File: config.mk
export PLATFORM = sky130hd
export DESIGN_NAME = ft245_device
export DESIGN_NICKNAME = d
export VERILOG_FILES = /design/src/rtl/ft245_pkg.sv /design/src/rtl/ft245_device_sync_byte_fifo.sv /design/src/rtl/ft245_device.sv
export SDC_FILE = /design/constraint.sdc
export NUM_CORES = 1
export LEC_CHECK = 0
export CAP_MARGIN = 20
export CORE_MARGIN = 2
export CORE_UTILIZATION = 38
export CTS_CLUSTER_DIAMETER = 100
export DETAILED_ROUTE_END_ITERATION = 8
export PLACE_DENSITY = 0.61
export SLEW_MARGIN = 5
export SYNTH_ARGS = -nofsm -noshare
export SYNTH_HDL_FRONTEND = slang
export SYNTH_SLANG_ARGS = --single-unit
File: constraint.sdc
create_clock -name ft_clkout -period 3 [get_ports ft_clkout]
set_input_delay 0.6 -clock ft_clkout [delete_from_list [all_inputs] [get_ports ft_clkout]]
set_output_delay 0.6 -clock ft_clkout [all_outputs]
set_load 0.03 [all_outputs]
File: src/rtl/ft245_pkg.sv
// rtl/ft245_pkg.sv - shared constants for the FT245 device-side model
package ft245_pkg;

  // Every FT245 strobe and flag is active-low.
  localparam logic STROBE_ON = 1'b0;

  // Bit positions inside err_flags.
  localparam int ERR_UNDERFLOW = 0;
  localparam int ERR_OVERFLOW  = 1;
  localparam int ERR_COLLIDE   = 2;
  localparam int ERR_BUSWR     = 3;
  localparam int ERR_W         = 4;

  localparam int TXE_MARGIN_DEFAULT = 1;

endpackage

File: src/rtl/ft245_device_sync_byte_fifo.sv
// rtl/ft245_device_sync_byte_fifo.sv - single-clock byte FIFO with occupancy count
module sync_byte_fifo #(
  parameter int AW = 4
) (
  input  logic          clk,
  input  logic          rst,
  input  logic [7:0]    wdata,
  input  logic          winc,
  input  logic          rinc,
  output logic [7:0]    rdata,
  output logic [AW:0]   count,
  output logic          full,
  output logic          empty
);

  localparam logic [AW:0] DEPTH = {1'b1, {AW{1'b0}}};

  logic [7:0]    mem_q [2**AW];
  logic [AW-1:0] wptr_q;
  logic [AW-1:0] rptr_q;
  logic [AW:0]   count_q;
  logic          do_push;
  logic          do_pop;

  assign empty = (count_q == '0);
  assign full  = (count_q == DEPTH);
  assign count = count_q;
  assign rdata = mem_q[rptr_q];

  // A pop on an empty FIFO is ignored; a push into a full FIFO is allowed
  // only when the same cycle pops, since that frees the slot.
  assign do_pop  = rinc & ~empty;
  assign do_push = winc & (~full | do_pop);

  // Pointer and occupancy bookkeeping.
  always_ff @(posedge clk) begin
    if (rst) begin
      wptr_q  <= '0;
      rptr_q  <= '0;
      count_q <= '0;
    end else begin
      if (do_push) wptr_q <= wptr_q + 1'b1;
      if (do_pop)  rptr_q <= rptr_q + 1'b1;
      count_q <= count_q + {{AW{1'b0}}, do_push} - {{AW{1'b0}}, do_pop};
    end
  end

  // Storage array; contents are meaningless after reset because pointers restart.
  always_ff @(posedge clk) begin
    if (!rst && do_push) mem_q[wptr_q] <= wdata;
  end

endmodule

File: src/rtl/ft245_device.sv
// rtl/ft245_device.sv - FTDI-side responder for the synchronous FT245 FIFO bus
module ft245_device
  import ft245_pkg::*;
#(
  parameter int DOWN_AW    = 4,
  parameter int UP_AW      = 4,
  parameter int TXE_MARGIN = TXE_MARGIN_DEFAULT
) (
  input  logic             ft_clkout,
  input  logic             rst,
  input  logic [7:0]       ft_bus_in,
  output logic [7:0]       ft_bus_out,
  output logic             ft_bus_oe,
  output logic             ft_rxf_n,
  output logic             ft_txe_n,
  input  logic             ft_rd_n,
  input  logic             ft_wr_n,
  input  logic             ft_oe_n,
  input  logic             ft_siwu_n,
  input  logic [7:0]       host_wdata,
  input  logic             host_wvalid,
  output logic             host_wready,
  output logic [7:0]       host_rdata,
  output logic             host_rvalid,
  input  logic             host_rready,
  output logic [ERR_W-1:0] err_flags,
  output logic             siwu_seen
);

  localparam logic [UP_AW:0] UP_DEPTH = {1'b1, {UP_AW{1'b0}}};
  localparam logic [UP_AW:0] TXE_LIM  = (UP_AW+1)'(TXE_MARGIN);

  logic [7:0]       down_rdata;
  logic [DOWN_AW:0] down_count;
  logic             down_full, down_empty;
  logic [UP_AW:0]   up_count;
  logic             up_full, up_empty;

  logic rd_act, wr_act, oe_act, collide;
  logic rd_req, wr_req;
  logic down_push, down_pop, up_push, up_pop;

  logic [DOWN_AW:0] down_cnt_d;
  logic [UP_AW:0]   up_cnt_d;
  logic [UP_AW:0]   up_free_d;

  logic [7:0]       bus_out_q, bus_out_d;
  logic             bus_oe_q;
  logic             rxf_n_q, txe_n_q;
  logic [ERR_W-1:0] err_q, err_d;
  logic             siwu_q;

  // Strobe decode. A write colliding with a read is always dropped, and a
  // write while the device may be driving the bus never lands either.
  assign rd_act  = (ft_rd_n == STROBE_ON);
  assign wr_act  = (ft_wr_n == STROBE_ON);
  assign oe_act  = (ft_oe_n == STROBE_ON);
  assign collide = rd_act & wr_act;
  assign rd_req  = oe_act & rd_act;
  assign wr_req  = wr_act & ~oe_act & ~collide;

  assign down_push = host_wvalid & host_wready;
  assign down_pop  = rd_req & ~down_empty;
  assign up_pop    = host_rvalid & host_rready;
  assign up_push   = wr_req & (~up_full | up_pop);

  assign host_wready = ~down_full;
  assign host_rvalid = ~up_empty;

  sync_byte_fifo #(.AW(DOWN_AW)) u_down (
    .clk   (ft_clkout),
    .rst   (rst),
    .wdata (host_wdata),
    .winc  (down_push),
    .rinc  (down_pop),
    .rdata (down_rdata),
    .count (down_count),
    .full  (down_full),
    .empty (down_empty)
  );

  sync_byte_fifo #(.AW(UP_AW)) u_up (
    .clk   (ft_clkout),
    .rst   (rst),
    .wdata (ft_bus_in),
    .winc  (up_push),
    .rinc  (up_pop),
    .rdata (host_rdata),
    .count (up_count),
    .full  (up_full),
    .empty (up_empty)
  );

  // Post-edge occupancy, error accumulation and captured read byte.
  always_comb begin
    down_cnt_d = down_count + {{DOWN_AW{1'b0}}, down_push} - {{DOWN_AW{1'b0}}, down_pop};
    up_cnt_d   = up_count + {{UP_AW{1'b0}}, up_push} - {{UP_AW{1'b0}}, up_pop};
    up_free_d  = UP_DEPTH - up_cnt_d;
    bus_out_d  = down_pop ? down_rdata : bus_out_q;
    err_d      = err_q;
    if (rd_req && down_empty)               err_d[ERR_UNDERFLOW] = 1'b1;
    if (wr_req && up_full && !up_pop)       err_d[ERR_OVERFLOW]  = 1'b1;
    if (collide)                            err_d[ERR_COLLIDE]   = 1'b1;
    if (wr_act && oe_act)                   err_d[ERR_BUSWR]     = 1'b1;
  end

  // Registered bus-side outputs and sticky status.
  always_ff @(posedge ft_clkout) begin
    if (rst) begin
      bus_out_q <= 8'h00;
      bus_oe_q  <= 1'b0;
      rxf_n_q   <= 1'b1;
      txe_n_q   <= 1'b1;
      err_q     <= '0;
      siwu_q    <= 1'b0;
    end else begin
      bus_out_q <= bus_out_d;
      bus_oe_q  <= oe_act;
      rxf_n_q   <= (down_cnt_d == '0);
      txe_n_q   <= (up_free_d < TXE_LIM);
      err_q     <= err_d;
      siwu_q    <= siwu_q | (ft_siwu_n == STROBE_ON);
    end
  end

  assign ft_bus_out = bus_out_q;
  assign ft_bus_oe  = bus_oe_q;
  assign ft_rxf_n   = rxf_n_q;
  assign ft_txe_n   = txe_n_q;
  assign err_flags  = err_q;
  assign siwu_seen  = siwu_q;

endmodule
==> impl_metrics.py <==
metrics = {
    "pwr": {
        "report.power.total_w": 0.0113,
        "leakagePower_nw": 4.80,
        "irDropWorstVdd_mv": 0.436,
        "power.density_mw_per_mm2": 775,
    },
    "synth": {
        "async_flop_share_pct": 0,
        "syn-num-nets": 715,
        "synthTopCellsByCount": "edfxtp_1 (256), nor2_1 (72), mux4_2 (58)",
        "yosys.area.top_type_share_pct": 63.1,
        "synth_edf_count": 256,
        "synthTopCellsByArea": "edfxtp_1 (63%), mux4_2 (11%), dfxtp_1 (7.6%)",
        "syn_area_sq_mm": 0.0122,
        "synth_warnings": 0,
        "syn_inst": 658,
        "yosys_most_used_dff": "edfxtp_1",
        "ys_types": 41,
        "syn_area_per_cell_sq_um": 18.5,
        "synth_top_area_cell": "edfxtp_1",
        "yosysSeqAreaShare_pct": 70.6,
        "synth_seq_cells": 302,
        "yosysMostFrequentCell": "edfxtp_1",
    },
    "place": {
        "placed_area_sq_mm": 0.0134,
        "dp_hpwl_mm": 15.1,
        "gp_congestion": 0.752,
        "place_inst": 1131,
        "portBuffers": 49,
    },
    "sta": {
        "holdWs_ns": 0.454,
        "slew_headroom_pct": 33.7,
        "slew_violations": 0,
        "fin_crit_sh_pct": 99.1,
        "tightest_slew_ns": 0.994,
        "rsz0062_at_grt": "true",
        "hold_viol": 0,
        "fin_worst_skew_ns": 0.00597,
        "fin_crit_ns": 2.97,
        "fmax_mhz": 336,
        "setup_viol": 0,
    },
    "cts": {
        "clock-root-buffer": "clkbuf_16",
        "path_clk_slew_ns": 0.06,
        "clk-insertion-delay-late_ns": 0.55,
        "htree_levels": 1,
        "cts_tree": "built",
        "clockBufferDepth": 3,
        "numClockSinks": 302,
        "cts_buffers": 31,
    },
    "worst_setup_path": {
        "crit_path_max_incr_delay_ns": 0.51,
        "required_ns": 2.40,
        "critPathTopFamily": "multiplexers",
        "path_cells": "buf_12 -> buf_6 -> mux4_2 -> mux4_2 -> buf_6",
        "cp_max_fo": 13,
        "crit_buf_inv": 3,
        "startpoint_type": "flip-flop",
        "arrival_ns": 2.37,
        "cp-end-kind": "output port",
        "critPathSlowestCell": "mux4_2",
        "path_class": "flip-flop to output port",
    },
    "detailed_routing": {
        "drt_iter0_drc": 335,
        "wl_per_cell_um": 19.1,
        "vias_per_cell": 5.05,
        "antenna_left": 0,
        "finalWirelength_mm": 22.8,
        "firstDrtPassIters": 4,
        "num_vias": 6019,
        "post-route-drc-count": 0,
    },
    "layout": {
        "final_cell_area_sq_mm": 0.0145,
        "fin_util_pct": 46.0,
        "seq_area_sq_mm": 0.00861,
        "area.growth.synth_to_final_pct": 19.2,
        "multi_input_area_sq_mm": 0.00329,
        "filler_cell_count": 2643,
        "fin_nets": 823,
        "stdcell_count": 1193,
        "diodes": 0,
        "drive_gt1_share_pct": 23.3,
    },
    "die": {
        "dieArea_sq_mm": 0.0335,
        "rows": 65,
        "die_w_um": 183,
        "die_y_um": 183,
        "fp.coreArea_sq_mm": 0.0316,
        "ios": 50,
        "start_util_pct": 38.6,
    },
    "run_status": {
        "status": "finished, final reports clean",
    },
    "grt": {
        "overflow": 0,
        "first_global_vias": 6442,
        "grt_pass1_wl_mm": 35.9,
        "grt_max_degree": 35,
        "grt_usage_pct": 13.9,
        "antenna_found_initial": 0,
    },
    "run": {
        "drv_cap": 0,
    },
    "worst_hold_path": {
        "hold_path.class": "flip-flop to flip-flop",
    },
}
## registers in the layout, indices dropped and copies added (netlist names), named ones only
register and count:
err_flags 4, ft_bus_oe 1, ft_bus_out 8, ft_rxf_n 1
ft_txe_n 1, siwu_seen 1, u_down.count 5, u_down.mem_q 128
u_down.rptr_q 4, u_down.wptr_q 4, u_up.count 5, u_up.mem_q 128
u_up.rptr_q 4, u_up.wptr_q 4
## logic make-up after synthesis
family / synth area share, %
and+or+nand+nor: 4.80
muxes: 15.2
buffers and inverters: 2.27
DFF: 70.6
xor gates and xnor gates: 1.65
adders and majority gates: 3.63
AOI/OAI and AO/OA: 1.80
## metal layers
| layer | wire [um] | track usage (%) |
|---|---|---|
| met1 | 9830 | 17.4 |
| met2 | 11700 | 25.1 |
| met3 | 819 | 1.99 |
| met4 | 437 | 3.68 |
| met5 | 0 | 0 |
## per-stage QoR
stage | TNS [ns] | worst slack (ns)
after detailed placement | -0.104 | -0.0587
final | 0 | 0.0270
after global routing | -0.225 | -0.0654
after global placement | 0 | 0.0134
after floorplan | 0 | 0.0680
after CTS | -0.0488 | -0.0230
## worst reg2reg max path, cell delays in order, from the launching register on
cell and delay [ns]:
dfxtp_1 0.33, inv_2 0.10, ha_2 0.20, or4b_4 0.47, and2_1 0.19, ha_1 0.30, inv_1 0.06, ha_1 0.16
inv_1 0.06, fa_2 0.36, inv_1 0.06, a21oi_1 0.06, o21bai_1 0.15, xnor2_1 0.13, nor2_1 0.05
## worst paths after layout
path	start	end	slack (ns)	cells past startpoint
worst max register to register	u_up.count[2]	u_up.count[4]	0.20	14
worst max-delay path	flip-flop	host_rdata[3]	0.03	5
worst min-delay path	siwu_seen	siwu_seen	0.45	2
worst min register to register	siwu_seen	siwu_seen	0.45	2
## area by class of cell
type | instances | area share (%)
Sequential cell | 302 | 59.3
Multi-Input combinational cell | 299 | 22.6
Timing Repair Buffer | 103 | 6.82
Clock buffer | 44 | 6.02
Tap cell | 402 | 3.46
Clock inverter | 14 | 1.03
Inverter | 29 | 0.749
## cells in the final DEF (no fill, tap or decap), types with 4 or more instances in the layout
master / count
nand4_1: 4
buf_4: 47
edfxtp_1: 256
buf_6: 6
inv_1: 27
clkinv_2: 5
dfxtp_1: 44
xnor2_1: 12
nand3b_1: 12
o221ai_1: 8
clkbuf_8: 5
mux4_2: 65
nand2_1: 16
mux4_1: 7
a21oi_1: 10
xor2_1: 11
clkdlybuf4s50_1: 40
nor2b_1: 5
mux2i_1: 18
nor2_1: 72
ha_1: 28
buf_12: 5
clkbuf_16: 31
clkinv_1: 4
clkbuf_1: 8
## power breakdown
group	switching [W]	internal, W	total, W
clock	0.00149	0.00228	0.00377
sequential	0.000175	0.00472	0.00490
combinational	0.00126	0.00133	0.00259
total	0.00293	0.00833	0.0113
## what timing repair did
item / CTS / global route
gates resized for setup: 60 / 6
setup endpoints to repair: 8 / 11
buffers inserted: 2 / 0
endpoints found under the hold margin: 0 / 0
cloned: 2 / 0
hold buffers: 0 / 0
Power figures use the tool's default switching activity.
